## config.mk

```make
export PLATFORM = sky130hd
export DESIGN_NAME = cache_arbiter_flat
export DESIGN_NICKNAME = d
export VERILOG_FILES = /design/src/rtl/cache_arbiter_if.sv /design/src/rtl/cache_arbiter.sv /design/src/flat_wrapper.sv
export SDC_FILE = /design/constraint.sdc
export NUM_CORES = 1
export LEC_CHECK = 0
export BUFFER_PORTS_ARGS = -buffer_cell sky130_fd_sc_hd__buf_4
export CORE_AREA = 2 2 543 545
export CTS_BUF_LIST = sky130_fd_sc_hd__clkbuf_8
export DETAILED_ROUTE_END_ITERATION = 10
export DIE_AREA = 0 0 545 547
export PLACE_DENSITY_LB_ADDON = 0.25
export REMOVE_ABC_BUFFERS = 1
export SETUP_SLACK_MARGIN = 0.05
export SLEW_MARGIN = 20
export SYNTH_ARGS = -nofsm -noshare
export SYNTH_HDL_FRONTEND = slang
export SYNTH_SLANG_ARGS = --single-unit
export TNS_END_PERCENT = 100
```

## constraint.sdc

```tcl
create_clock -name clk -period 2.37 [get_ports clk]
set_input_delay 0.1185 -clock clk [delete_from_list [all_inputs] [get_ports clk]]
set_output_delay 0.1185 -clock clk [all_outputs]
set_load 0.05 [all_outputs]
```

## src/rtl/cache_arbiter_if.sv

```systemverilog
// cache_arbiter_if
// Bundles every signal between the arbiter and the outside world: the
// I-cache physical-memory port, the D-cache physical-memory port and the
// cacheline-adaptor port.
//
// Modports:
//   master - the arbiter's view. It receives cache requests and adaptor
//            responses, and drives cache responses and adaptor requests.
//   slave  - the environment's view (caches plus adaptor). Directions are
//            the mirror image of master.
//
// Parameters:
//   s_line - cacheline width in bits
//   s_addr - address width in bits
interface cache_arbiter_if #(
   parameter int s_line = 256,
   parameter int s_addr = 32
);

   // I-cache port (read-only requester)
   logic              i_pmem_read;
   logic [s_addr-1:0] i_pmem_address;
   logic [s_line-1:0] i_pmem_rdata;
   logic              i_pmem_resp;

   // D-cache port (read and writeback requester)
   logic              d_pmem_read;
   logic              d_pmem_write;
   logic [s_addr-1:0] d_pmem_address;
   logic [s_line-1:0] d_pmem_wdata;
   logic [s_line-1:0] d_pmem_rdata;
   logic              d_pmem_resp;

   // Cacheline adaptor port
   logic              ca_read;
   logic              ca_write;
   logic [s_addr-1:0] ca_address;
   logic [s_line-1:0] ca_wdata;
   logic [s_line-1:0] ca_rdata;
   logic              ca_resp;

   modport master (
      input  i_pmem_read, i_pmem_address,
      input  d_pmem_read, d_pmem_write, d_pmem_address, d_pmem_wdata,
      input  ca_rdata, ca_resp,
      output i_pmem_rdata, i_pmem_resp,
      output d_pmem_rdata, d_pmem_resp,
      output ca_read, ca_write, ca_address, ca_wdata
   );

   modport slave (
      output i_pmem_read, i_pmem_address,
      output d_pmem_read, d_pmem_write, d_pmem_address, d_pmem_wdata,
      output ca_rdata, ca_resp,
      input  i_pmem_rdata, i_pmem_resp,
      input  d_pmem_rdata, d_pmem_resp,
      input  ca_read, ca_write, ca_address, ca_wdata
   );

endinterface

```

## src/rtl/cache_arbiter.sv

```systemverilog
// cache_arbiter
// Shares the single cacheline adaptor between the I-cache and the D-cache.
// One requester is granted at a time. Its address, operation and (for the
// D-cache) write line are latched, and exactly one adaptor transaction is
// run from those registers. When the adaptor responds, the returned line is
// registered and the granted cache receives a one-cycle resp pulse. Ties in
// IDLE alternate between the ports, starting with the I-cache after reset.
//
// Ports:
//   clk - single clock, all state updates on the rising edge
//   rst - synchronous, active-high reset
//   bus - cache_arbiter_if.master carrying both cache ports and the adaptor
//         port. Every output on it comes straight from a register.
module cache_arbiter #(
   parameter int s_line = 256,
   parameter int s_addr = 32
) (
   input logic            clk,
   input logic            rst,
   cache_arbiter_if.master bus
);

   typedef enum logic [1:0] {
      IDLE,
      SERVE_I,
      SERVE_D,
      RESP
   } state_t;

   state_t            state, state_next;
   logic              last_grant_d, last_grant_d_next;
   logic              ca_read_q, ca_read_next;
   logic              ca_write_q, ca_write_next;
   logic [s_addr-1:0] ca_address_q, ca_address_next;
   logic [s_line-1:0] ca_wdata_q, ca_wdata_next;
   logic [s_line-1:0] rdata_q, rdata_next;
   logic              i_resp_q, i_resp_next;
   logic              d_resp_q, d_resp_next;
   logic              i_req, d_req, pick_d;

   // Next-state and next-register logic. Every register holds its value
   // by default. Only the IDLE grant and the adaptor response in SERVE_x
   // modify the latched transaction. Because nothing here feeds an output
   // directly, no requester input can reach the ca_* pins in the same cycle.
   // D wins the grant when it is the only requester, or when both are
   // requesting and I was granted last.
   always_comb begin
      state_next        = state;
      last_grant_d_next = last_grant_d;
      ca_read_next      = ca_read_q;
      ca_write_next     = ca_write_q;
      ca_address_next   = ca_address_q;
      ca_wdata_next     = ca_wdata_q;
      rdata_next        = rdata_q;
      i_resp_next       = 1'b0;
      d_resp_next       = 1'b0;

      i_req  = bus.i_pmem_read;
      d_req  = bus.d_pmem_read | bus.d_pmem_write;
      pick_d = d_req & (~i_req | ~last_grant_d);

      case (state)
         IDLE: begin
            if (pick_d) begin
               // If read and write are both high, the write wins and the
               // read is dropped.
               state_next        = SERVE_D;
               last_grant_d_next = 1'b1;
               ca_address_next   = bus.d_pmem_address;
               ca_wdata_next     = bus.d_pmem_wdata;
               ca_write_next     = bus.d_pmem_write;
               ca_read_next      = ~bus.d_pmem_write;
            end else if (i_req) begin
               state_next        = SERVE_I;
               last_grant_d_next = 1'b0;
               ca_address_next   = bus.i_pmem_address;
               ca_read_next      = 1'b1;
               ca_write_next     = 1'b0;
            end
         end
         SERVE_I, SERVE_D: begin
            // The returned line is captured even for writes; the caches
            // only look at rdata alongside their resp.
            if (bus.ca_resp) begin
               state_next    = RESP;
               rdata_next    = bus.ca_rdata;
               ca_read_next  = 1'b0;
               ca_write_next = 1'b0;
               i_resp_next   = (state == SERVE_I);
               d_resp_next   = (state == SERVE_D);
            end
         end
         RESP: begin
            state_next = IDLE;
         end
         default: begin
            state_next = IDLE;
         end
      endcase
   end

   // State and output registers. Reset abandons any adaptor transaction in
   // flight. A late adaptor resp then lands in IDLE and is ignored there.
   always_ff @(posedge clk) begin
      if (rst) begin
         state        <= IDLE;
         last_grant_d <= 1'b1;
         ca_read_q    <= 1'b0;
         ca_write_q   <= 1'b0;
         ca_address_q <= '0;
         ca_wdata_q   <= '0;
         rdata_q      <= '0;
         i_resp_q     <= 1'b0;
         d_resp_q     <= 1'b0;
      end else begin
         state        <= state_next;
         last_grant_d <= last_grant_d_next;
         ca_read_q    <= ca_read_next;
         ca_write_q   <= ca_write_next;
         ca_address_q <= ca_address_next;
         ca_wdata_q   <= ca_wdata_next;
         rdata_q      <= rdata_next;
         i_resp_q     <= i_resp_next;
         d_resp_q     <= d_resp_next;
      end
   end

   // Both caches see the same registered line; each samples it only with
   // its own resp.
   assign bus.i_pmem_rdata = rdata_q;
   assign bus.d_pmem_rdata = rdata_q;
   assign bus.i_pmem_resp  = i_resp_q;
   assign bus.d_pmem_resp  = d_resp_q;
   assign bus.ca_read      = ca_read_q;
   assign bus.ca_write     = ca_write_q;
   assign bus.ca_address   = ca_address_q;
   assign bus.ca_wdata     = ca_wdata_q;

endmodule

```

## src/flat_wrapper.sv

```systemverilog
// flat-port wrapper written by rule: the top's interface ports become plain ports
module cache_arbiter_flat 
#(
   parameter int s_line = 256,
   parameter int s_addr = 32
)
  (clk, rst, bus_i_pmem_read, bus_i_pmem_address, bus_d_pmem_read, bus_d_pmem_write, bus_d_pmem_address, bus_d_pmem_wdata, bus_ca_rdata, bus_ca_resp, bus_i_pmem_rdata, bus_i_pmem_resp, bus_d_pmem_rdata, bus_d_pmem_resp, bus_ca_read, bus_ca_write, bus_ca_address, bus_ca_wdata);
  cache_arbiter_if #(.s_line(s_line), .s_addr(s_addr)) bus_i ();
  input logic clk;
  input logic rst;
  input wire logic [$bits(bus_i.i_pmem_read)-1:0] bus_i_pmem_read;
  input wire logic [$bits(bus_i.i_pmem_address)-1:0] bus_i_pmem_address;
  input wire logic [$bits(bus_i.d_pmem_read)-1:0] bus_d_pmem_read;
  input wire logic [$bits(bus_i.d_pmem_write)-1:0] bus_d_pmem_write;
  input wire logic [$bits(bus_i.d_pmem_address)-1:0] bus_d_pmem_address;
  input wire logic [$bits(bus_i.d_pmem_wdata)-1:0] bus_d_pmem_wdata;
  input wire logic [$bits(bus_i.ca_rdata)-1:0] bus_ca_rdata;
  input wire logic [$bits(bus_i.ca_resp)-1:0] bus_ca_resp;
  output wire logic [$bits(bus_i.i_pmem_rdata)-1:0] bus_i_pmem_rdata;
  output wire logic [$bits(bus_i.i_pmem_resp)-1:0] bus_i_pmem_resp;
  output wire logic [$bits(bus_i.d_pmem_rdata)-1:0] bus_d_pmem_rdata;
  output wire logic [$bits(bus_i.d_pmem_resp)-1:0] bus_d_pmem_resp;
  output wire logic [$bits(bus_i.ca_read)-1:0] bus_ca_read;
  output wire logic [$bits(bus_i.ca_write)-1:0] bus_ca_write;
  output wire logic [$bits(bus_i.ca_address)-1:0] bus_ca_address;
  output wire logic [$bits(bus_i.ca_wdata)-1:0] bus_ca_wdata;
  assign bus_i.i_pmem_read = bus_i_pmem_read;
  assign bus_i.i_pmem_address = bus_i_pmem_address;
  assign bus_i.d_pmem_read = bus_d_pmem_read;
  assign bus_i.d_pmem_write = bus_d_pmem_write;
  assign bus_i.d_pmem_address = bus_d_pmem_address;
  assign bus_i.d_pmem_wdata = bus_d_pmem_wdata;
  assign bus_i.ca_rdata = bus_ca_rdata;
  assign bus_i.ca_resp = bus_ca_resp;
  assign bus_i_pmem_rdata = bus_i.i_pmem_rdata;
  assign bus_i_pmem_resp = bus_i.i_pmem_resp;
  assign bus_d_pmem_rdata = bus_i.d_pmem_rdata;
  assign bus_d_pmem_resp = bus_i.d_pmem_resp;
  assign bus_ca_read = bus_i.ca_read;
  assign bus_ca_write = bus_i.ca_write;
  assign bus_ca_address = bus_i.ca_address;
  assign bus_ca_wdata = bus_i.ca_wdata;
  cache_arbiter #(.s_line(s_line), .s_addr(s_addr)) u_core (.clk(clk), .rst(rst), .bus(bus_i));
endmodule
```

==> impl_metrics.py <==
metrics = {
    "run_status": {
        "outcome": "complete, no violations",
    },
    "clock_tree": {
        "cts_tree": "built",
        "htreeDepth": 3,
        "clkSinkCount": 551,
        "cts_root_buf": "clkbuf_8",
        "cts_made_buffers": 116,
        "cts_buffer_depth": 4,
        "clk_latency_ns": 0.90,
        "clk_pin_slew_ns": 0.06,
    },
    "detailed_routing": {
        "postRouteAntennaNets": 0,
        "dr.pass1.iters": 5,
        "num_vias": 29890,
        "routed_wl_um": 185700,
        "drt_iter0_markers": 1517,
        "wl_per_cell_um": 20.23,
        "drc": 0,
        "viasPerCell": 3.256,
    },
    "min_path": {
        "hold_path.class": "input pin to flip-flop",
        "whs_endpoint": "u_core.bus.ca_wdata[177]",
        "hold_depth": 4,
        "min-delay-start": "bus_d_pmem_wdata[177]",
    },
    "pwr": {
        "switching_share": 0.5036,
        "p_seq_frac": 0.252,
        "powerDensity_nw_per_um2": 1029,
        "power.leakage_nw": 20.62,
        "internal_power_mw": 26.00,
        "vdd_drop_max_uv": 476.7,
        "power.switching_mw": 26.38,
        "clkPwrFrac": 0.204,
        "share_comb_of_total_power": 0.544,
    },
    "critical_path": {
        "ff2ff_path_depth": 7,
        "r2r-start": "u_core.state[1]",
        "worstPathRequired_ns": 3.21,
        "r2r_end": "u_core.state[0]",
        "crit_type": "flip-flop to flip-flop",
        "cp.arrival_ns": 3.05,
        "endpoint_kind": "flip-flop",
        "rrSetupSlack_ns": 0.16,
        "crit_path_start_kind": "flip-flop",
        "crit_path_max_fanout": 23,
    },
    "sta": {
        "post-route-period-util": 0.9310,
        "finalHoldViolations": 0,
        "finalCriticalPeriod_ns": 2.206,
        "slew_headroom": 0.4301,
        "max_freq_mhz": 453.2,
        "rsz0062_at_grt": "false",
        "fin_hold_ws_ns": 0.1508,
        "clock_skew_ns": 0.05070,
        "timing.final.ws_setup_ns": 0.1635,
        "setup_viol": 0,
        "worst_pin_slew_ns": 0.8548,
        "final.setup.tns_ns": 0,
        "drv_slew": 0,
    },
    "yosys": {
        "ys.warnings.count": 0,
        "synth_seq_cells": 551,
        "syn_area_per_cell_um2": 8.002,
        "syn_inst": 2751,
        "synth.cell_area_um2": 22010,
        "synth-seq-area-share": 0.5011,
        "ys_types": 30,
    },
    "die": {
        "dieArea_um2": 298100,
        "core_um2": 292600,
        "chipWidth_um": 545,
        "die_h_um": 547,
        "io-pin-count": 1386,
        "start_util": 0.07524,
        "row_count": 199,
    },
    "placement": {
        "place_congestion": 0.8741,
        "pre_cts_ws_ns": 0.2886,
        "io_buffers": 1385,
        "dp_hpwl_um": 144000,
        "dpl.cell_count": 7660,
    },
    "global_routing": {
        "grt_use_total": 0.1159,
        "grt_pass1_vias": 30660,
        "grt_max_degree": 119,
        "antenna_found_initial": 53,
        "grt_pass1_wl_um": 244200,
        "grt_overflow": 0,
    },
    "layout": {
        "mostFrequentLayoutCell": "buf_4",
        "nFillCells": 33110,
        "drive_gt1_frac": 0.3188,
        "seqCellArea_um2": 11030,
        "area_growth_pct": 131.2,
        "fin_util": 0.1740,
        "final_cells": 9180,
        "multi_input_area_um2": 8030,
        "layout.nets": 5743,
        "layout_common_cells": "buf_4 (1466), dlygate4sd3_1 (1292), nand2_1 (577)",
    },
    "flow_run": {
        "drv_cap": 0,
    },
}
==> cell families after synthesis <==
logic type      count (synthesis)  synth area share
compound gates                815            0.1934
buf+inv                       505            0.1370
fa+ha+maj                       5          0.002842
flops                         551            0.5011
simple gates                  875            0.1656
==> per-stage QoR <==
stage               instance area [um2]  power (mW)
floorplan                         19010       21.48
global placement                  35500       39.13
detailed placement                35500       39.26
CTS                               50760       52.85
global route                      50880       54.98
finish                            50900       52.38
==> synthesized netlist by cell type <==
| cell type | instances | area (um2) |
|---|---|---|
| a221oi_1 | 1 | 8.760 |
| inv_2 | 1 | 3.750 |
| or4b_1 | 1 | 10.01 |
| nand3_1 | 256 | 1281 |
| o31ai_1 | 2 | 15.01 |
| nor2b_1 | 1 | 6.260 |
| inv_1 | 3 | 11.26 |
| and2_1 | 1 | 6.260 |
| nor4b_2 | 1 | 15.01 |
| ha_1 | 5 | 62.56 |
| buf_6 | 4 | 45.04 |
| a311oi_1 | 29 | 254.0 |
| o31a_1 | 1 | 8.760 |
| nand2_1 | 578 | 2170 |
| clkbuf_1 | 137 | 514.2 |
| buf_2 | 86 | 430.4 |
| o2bb2ai_2 | 1 | 15.01 |
| o21ai_0 | 259 | 1296 |
| nor2_1 | 32 | 120.1 |
| a2bb2oi_2 | 1 | 15.01 |
| a21oi_1 | 516 | 2582 |
| or4_1 | 1 | 7.510 |
| a21boi_0 | 1 | 7.510 |
| a221o_1 | 1 | 10.01 |
| nor3b_1 | 3 | 22.52 |
| a311oi_2 | 3 | 45.04 |
| nand2b_1 | 1 | 6.260 |
| buf_4 | 262 | 1967 |
| dfxtp_1 | 551 | 11030 |
| buf_1 | 12 | 45.04 |
==> critical path, cell delays in order (launching register included) <==
cell,delay [ns]
dfxtp_1,0.40
inv_2,0.09
ha_4,0.39
nand2_4,0.07
buf_12,0.16
a221o_1,0.33
a21oi_1,0.14
dlygate4sd3_1,0.55
==> state kept, by name, summed over array words and instances (netlist names) <==
| signal | count |
|---|---|
| u_core.bus.ca_wdata | 256 |
| u_core.bus.d_pmem_rdata | 256 |
| u_core.bus.ca_address | 32 |
| u_core.state | 2 |
| u_core.bus.ca_read | 1 |
| u_core.bus.ca_write | 1 |
| u_core.bus.d_pmem_resp | 1 |
| u_core.bus.i_pmem_resp | 1 |
| u_core.last_grant_d | 1 |
==> power groups by stage <==
stage | combinational [mW] | sequential (mW) | clock (mW)
after CTS | 28.5 | 13.2 | 11.2
after detailed placement | 25.9 | 13.3 | 0
final | 28.5 | 13.2 | 10.7
after floorplan | 3.38 | 18.1 | 0
after global placement | 25.8 | 13.3 | 0
after global routing | 30.0 | 13.4 | 11.6
==> worst max-delay path by stage <==
stage	from	end	slack, ns	depth (start not counted)
CTS	u_core.state[0]	u_core.bus.ca_wdata[59]	0.07	7
finish	u_core.state[1]	u_core.state[0]	0.16	7
global placement	u_core.state[0]	u_core.bus.d_pmem_rdata[16]	0.33	6
detailed placement	u_core.state[0]	u_core.bus.d_pmem_rdata[12]	0.29	6
global route	u_core.state[0]	u_core.state[0]	0.06	7
floorplan	u_core.state[0]	u_core.bus.ca_wdata[0]	-6.65	5
==> final cells by class <==
| cell class | instances | share of cell area |
|---|---|---|
| inverter | 4 | 0.0004425 |
| sequential | 551 | 0.2167 |
| tap | 3919 | 0.09633 |
| antenna | 20 | 0.0009833 |
| multi-input combinational | 1696 | 0.1578 |
| timing repair buffer | 2787 | 0.4820 |
| clock inverter | 58 | 0.006539 |
| clock buffer | 145 | 0.03921 |
==> what timing repair did <==
action                      CTS  global route
hold endpoints to repair    551             0
setup buffers                 0             3
setup endpoints to repair     0            66
hold buffers               1292             0
resized for setup             0             6
==> routing by layer <==
| metal | part of all wire | vias to the layer above | wire length (um) | global-route usage |
|---|---|---|---|---|
| li1 | - | 13900 | - | - |
| met1 | 0.39 | 14300 | 72600 | 0.1308 |
| met2 | 0.47 | 1339 | 88080 | 0.1962 |
| met3 | 0.092 | 296 | 17150 | 0.04172 |
| met4 | 0.040 | 52 | 7496 | 0.04679 |
| met5 | 0.0022 | - | 401 | 0.001924 |
Power figures use the tool's default switching activity.
